$ cat src/rtl/uart_reg_bank.sv
// Register bank that executes single-byte read/write commands from the UART command controller.
// Optional macro UART_REG_LOCK_EN adds a write-lock register at 0x22 guarding the config registers.
module uart_reg_bank #(
  parameter int         NUM_CFG   = 16,
  parameter logic [7:0] CFG_RESET = 8'h00,
  parameter logic [7:0] ID_VALUE  = 8'h5A
) (
  input  logic                   clk,
  input  logic                   reset,
  input  logic [7:0]             addr,
  input  logic [7:0]             data_com,
  input  logic                   rreq,
  input  logic                   wreq,
  output logic                   com_done,
  output logic [7:0]             data_out,
  input  logic [31:0]            status_in,
  output logic [8*NUM_CFG-1:0]   cfg_regs,
  output logic                   wr_strobe,
  output logic [7:0]             wr_addr
);

  localparam logic [7:0] CFG_LIMIT = 8'(NUM_CFG);

  typedef enum logic [1:0] {IDLE, EXEC, DONE, RELEASE} state_t;
  typedef enum logic [1:0] {REQ_READ, REQ_WRITE, REQ_BAD} req_t;

  state_t     state, state_next;
  req_t       req_type;
  logic [7:0] lat_addr;
  logic [7:0] lat_data;
  logic [7:0] err_cnt;
  logic [7:0] rd_mux;
  logic       addr_cfg, addr_status, addr_id, addr_err, addr_lock, addr_unmapped;
  logic       cfg_wr_ok, exec_write, err_bump, err_clear;

`ifdef UART_REG_LOCK_EN
  logic       unlocked;
`endif

  always_ff @(posedge clk or posedge reset) begin
    if (reset) state <= IDLE;
    else       state <= state_next;
  end

  always_comb begin
    state_next = state;
    com_done   = 1'b0;
    case (state)
      IDLE:    if (rreq || wreq) state_next = EXEC;
      EXEC:    state_next = DONE;
      DONE: begin
        com_done   = 1'b1;
        state_next = RELEASE;
      end
      RELEASE: if (!rreq && !wreq) state_next = IDLE;
      default: state_next = IDLE;
    endcase
  end

  // Capture the request once; the controller may hold or drop its lines afterwards.
  always_ff @(posedge clk or posedge reset) begin
    if (reset) begin
      lat_addr <= 8'h00;
      lat_data <= 8'h00;
      req_type <= REQ_READ;
    end else if (state == IDLE && (rreq || wreq)) begin
      lat_addr <= addr;
      lat_data <= data_com;
      if (rreq && wreq)  req_type <= REQ_BAD;
      else if (rreq)     req_type <= REQ_READ;
      else               req_type <= REQ_WRITE;
    end
  end

  always_comb begin
    addr_cfg    = (lat_addr < CFG_LIMIT);
    addr_status = (lat_addr[7:2] == 6'h04);
    addr_id     = (lat_addr == 8'h20);
    addr_err    = (lat_addr == 8'h21);
`ifdef UART_REG_LOCK_EN
    addr_lock   = (lat_addr == 8'h22);
    cfg_wr_ok   = addr_cfg && unlocked;
`else
    addr_lock   = 1'b0;
    cfg_wr_ok   = addr_cfg;
`endif
    addr_unmapped = !(addr_cfg || addr_status || addr_id || addr_err || addr_lock);
  end

  always_comb begin
    rd_mux = 8'h00;
    if (addr_cfg) begin
      for (int i = 0; i < NUM_CFG; i++)
        if (lat_addr == 8'(i)) rd_mux = cfg_regs[8*i +: 8];
    end else if (addr_status) begin
      case (lat_addr[1:0])
        2'd0:    rd_mux = status_in[7:0];
        2'd1:    rd_mux = status_in[15:8];
        2'd2:    rd_mux = status_in[23:16];
        default: rd_mux = status_in[31:24];
      endcase
    end else if (addr_id) begin
      rd_mux = ID_VALUE;
    end else if (addr_err) begin
      rd_mux = err_cnt;
`ifdef UART_REG_LOCK_EN
    end else if (addr_lock) begin
      rd_mux = {7'b0, unlocked};
`endif
    end
  end

  // A blocked config write (lock engaged) counts as an error like an unmapped access.
  always_comb begin
    exec_write = (state == EXEC) && (req_type == REQ_WRITE);
    err_clear  = exec_write && addr_err;
    err_bump   = (state == EXEC) &&
                 ((req_type == REQ_BAD) ||
                  ((req_type != REQ_BAD) && addr_unmapped) ||
                  (exec_write && addr_cfg && !cfg_wr_ok));
  end

  always_ff @(posedge clk or posedge reset) begin
    if (reset)                          err_cnt <= 8'h00;
    else if (err_clear)                 err_cnt <= 8'h00;
    else if (err_bump && err_cnt != 8'hFF) err_cnt <= err_cnt + 8'h01;
  end

  always_ff @(posedge clk or posedge reset) begin
    if (reset) begin
      data_out <= 8'h00;
    end else if (state == EXEC) begin
      if (req_type == REQ_BAD)       data_out <= 8'hEE;
      else if (req_type == REQ_READ) data_out <= rd_mux;
    end
  end

  always_ff @(posedge clk or posedge reset) begin
    if (reset) begin
      cfg_regs  <= {NUM_CFG{CFG_RESET}};
      wr_strobe <= 1'b0;
      wr_addr   <= 8'h00;
    end else begin
      wr_strobe <= exec_write && cfg_wr_ok;
      if (exec_write && cfg_wr_ok) begin
        wr_addr <= lat_addr;
        for (int i = 0; i < NUM_CFG; i++)
          if (lat_addr == 8'(i)) cfg_regs[8*i +: 8] <= lat_data;
      end
    end
  end

`ifdef UART_REG_LOCK_EN
  always_ff @(posedge clk or posedge reset) begin
    if (reset)                       unlocked <= 1'b0;
    else if (exec_write && addr_lock) unlocked <= (lat_data == 8'hA5);
  end
`endif

endmodule

$ cat config.mk
export PLATFORM = sky130hd
export DESIGN_NAME = uart_reg_bank
export DESIGN_NICKNAME = d
export VERILOG_FILES = /design/src/rtl/uart_reg_bank.sv
export SDC_FILE = /design/constraint.sdc
export NUM_CORES = 1
export LEC_CHECK = 0
export CORE_MARGIN = 2
export CORE_UTILIZATION = 52
export CTS_BUF_LIST = sky130_fd_sc_hd__clkbuf_4 sky130_fd_sc_hd__clkbuf_8
export CTS_CLUSTER_DIAMETER = 200
export DETAILED_ROUTE_END_ITERATION = 10
export PLACE_DENSITY_LB_ADDON = 0.25
export SYNTH_ARGS = -nofsm -noshare
export SYNTH_HDL_FRONTEND = slang
export SYNTH_SLANG_ARGS = --single-unit
$ cat constraint.sdc
create_clock -name clk -period 7 [get_ports clk]
set_clock_uncertainty 0.2 [all_clocks]
set_input_delay 1.05 -clock clk [delete_from_list [all_inputs] [get_ports clk]]
set_output_delay 1.05 -clock clk [all_outputs]
set_load 0.01 [all_outputs]
==> metrics.md <==
| Metric | Value |
|---|---|
| Commonest cells after routing, fill and taps aside | clkdlybuf4s50_1, dfrtp_1, mux2_2 |
| Post-synthesis cell count | 689 |
| Vias in the first global route | 6982 |
| Reg2Reg Launch Point | lat_addr[4] |
| Synth top area share | approximately half |
| Crit path cell chain | or4_1, nor2_1, nand3_1, mux2_2 |
| Drt first pass iters | 5 |
| Final Cycle Share | 49.8% |
| Total gr overflow | 0 |
| Worst-path clk slew | 0.09 ns |
| Worst Hold Launch | wr_addr[7] |
| Num rows | 46 |
| Setup Slack @ Placement | 3.56 ns |
| Pin count of the biggest net entering global routing | 97 |
| R2r setup slk | 3.51 ns |
| Data arrival, critical path | roughly 3.6 ns |
| Starting DRT DRC Count | 657 |
| # port buffers | just under 200 |
| EDFF count, synth | 0 |
| Highest clock rate | around 290 MHz |
| Hold Violations, Final | 0 |
| Max-slew headroom | between 20 and 30% |
| Total Wirelength | about 27000 µm |
| Ys flop type | dfrtp_1 |
| Antenna Nets Post-Route | 0 |
| YS warnings | 0 |
| DIE AREA | approximately 17000 µm² |
| Nets | 931 |
| Measured slew at the worst slew-check pin | 1.05 ns |
| Fraction of layout cells with a size suffix above 1 | 26.4% |
| CTS buffer count | 17 |
| Io pins | 198 |
| Startpoint Class | flip-flop |
| CTS root buf | clkbuf_8 |
| FF-to-FF End | cfg_regs[116] |
| Post-DP HPWL | between 15000 and 20000 µm |
| Worst path required time | about 7 ns |
| Sequential share of the synthesized area | 50.9% |
| Setup TNS | 0 ns |
| Initial antenna violation count | 0 |
| CTS Sinks | 173 |
| Commonest non-fill, non-tap cell in the layout | clkdlybuf4s50_1 |
| Setup bufs post-CTS | 0 |
| Sink of the worst hold path | wr_addr[7] |
| Setup ws final | 3.51 ns |
| Worst-Skew Late Latency | 0.47 ns |
| Core Area | between 15000 and 20000 µm² |
| Maximum vdd drop | about 0.27 mV |
| First-pass GRT wire length | around 42000 µm |
| Die X | 132 µm |
| Final setup fails | 0 |
| RSZ-0062 raised after global routing | false |
| Power per cell area | 322 nW/µm² |
| Post-Syn Area | 8500 µm² |
| Die Ht | 132 µm |
| Worst hold path class | reg2reg |
| Instance area at placement | 10600 µm² |
| Fillers | ~1200 |
| CTS tree | yes |
| CTS Buffer Depth | 2 |
| Tot GR Track Use | 31.8% |
| Routed via count | 6859 |
| Routability cong. | 0.928 |
| Max Slew Vio Count | 0 |
| Outcome | finished, final reports clean |
| Minimum clock period | 3.49 ns |
| Post-synth ARST share | between 90% and 100% |
| Avg Cell Area, Syn | 12.3 µm² |
| Crit path largest cell delay | 0.82 ns |
| Hold-fix buffers, CTS | 0 |
| WHS Path Cells | 1 |
| Synth cell types | 65 |
| Crit path max-delay cell type | or4_1 |
| Via density | 6.22 |
| Post-CTS Resized | 0 |
| N_diodes | 0 |
| Area growth, synth to finish | 29.9% |
| Synth area leader | dfrtp_1 |
| Drt drc | 0 |
| Hold_ws | just over 0.3 ns |
| CP Class | reg2reg |
| Yosys reg bits | 173 |
| Initial cell density of the core | 53.3% |
| CP Max Fanout | 12 |
| Post-route cell area | 11000 µm² |
| H-tree Lvls | 4 |
| Top cells by area, synth | dfrtp_1, mux2_2, mux4_2, mux2i_1, nand2_1 |
| Crit path capture type | flip-flop |
| Syn nets | 746 |
| WL/cell | 24.8 µm |
| Leak | 4.83 nW |
| Fin util | 69.3% |
| Worst r2r path cells | 4 |
| Max-cap violations | 0 |
## per-layer routing
layer / wire length [µm] / up-vias / global-route usage (%)
met5: 0 / - / 0
met4: 799 / 0 / 12.6
met3: 1950 / 56 / 6.27
met2: 13300 / 348 / 51.6
met1: 11300 / 3510 / 42.3
li1: - / 2945 / -
## stage by stage
stage                     total power, mW  std cells
after floorplan                      2.25        689
after global placement               2.78       1071
after detailed placement             2.82       1071
after CTS                            3.53       1102
after global routing                 3.71       1102
final                                3.55       1102
## worst max path at each step
stage               slack (ns)   startpoint       endpoint  depth (start not counted)
global route              3.33  lat_addr[4]  cfg_regs[112]                          4
finish                    3.51  lat_addr[4]  cfg_regs[116]                          4
CTS                       3.55  lat_addr[4]    cfg_regs[4]                          4
detailed placement        3.56  lat_addr[4]    cfg_regs[2]                          4
floorplan                 1.06        reset    cfg_regs[0]                          1
global placement          3.65        reset   cfg_regs[73]                          3
## worst max-delay path: cells and delay by family, from the launching register on
| kind | cells | cell delay (ns) |
|---|---|---|
| simple gates | 3 | 2.28 |
| mux | 1 | 0.46 |
| flops | 1 | 0.44 |
## cell usage after synthesis (all sizes together), types with 2 or more instances
library cell	instances
a211oi	2
a21o	2
a21oi	17
a221oi	7
a31oi	6
and2	2
and3	4
and4	2
buf	18
clkbuf	23
dfrtp	173
ha	5
inv	9
mux2	156
mux2i	20
mux4	13
nand2	45
nand2b	9
nand3	23
nand4	5
nor2	33
nor2b	13
nor3	9
nor3b	3
nor4	3
o21ai	29
o221ai	6
o22ai	12
o2bb2ai	3
o311ai	3
o31ai	2
o32a	5
o32ai	3
or3	3
xnor2	2
## kinds of logic after synthesis
logic type	share of synthesized area [%]
multiplexers	26.5
buffers and inverters	2.53
AND/OR/NAND/NOR	10.2
flip-flops	50.9
adder cells (fa/ha/maj)	0.736
XOR/XNOR	0.206
AO/OA/AOI/OAI	8.96
## where the power goes
group / switching (mW) / internal, mW / leakage, nW
registers: 0.272 / 1.16 / 2.34
clock network: 0.380 / 0.337 / 0.191
logic: 0.781 / 0.620 / 2.30
total: 1.43 / 2.12 / 4.83
## final cells by class
type / count / area (µm²) / area share (%)
Clock buffer: 20 / 263 / 2.38
Clock inverter: 11 / 133 / 1.20
Inverter: 9 / 38.8 / 0.351
Multi-Input combinational cell: 466 / 3960 / 35.9
Sequential cell: 173 / 4330 / 39.2
Tap cell: 216 / 270 / 2.45
Timing Repair Buffer: 207 / 2050 / 18.5
## flip-flops by register name, summed over array words and instances (netlist names)
signal and cells:
wr_strobe 1, lat_addr 8, cfg_regs 128, lat_data 8
data_out 8, wr_addr 8, req_type 2, err_cnt 8
state 2
No activity file was read; power rests on OpenSTA's default activity.
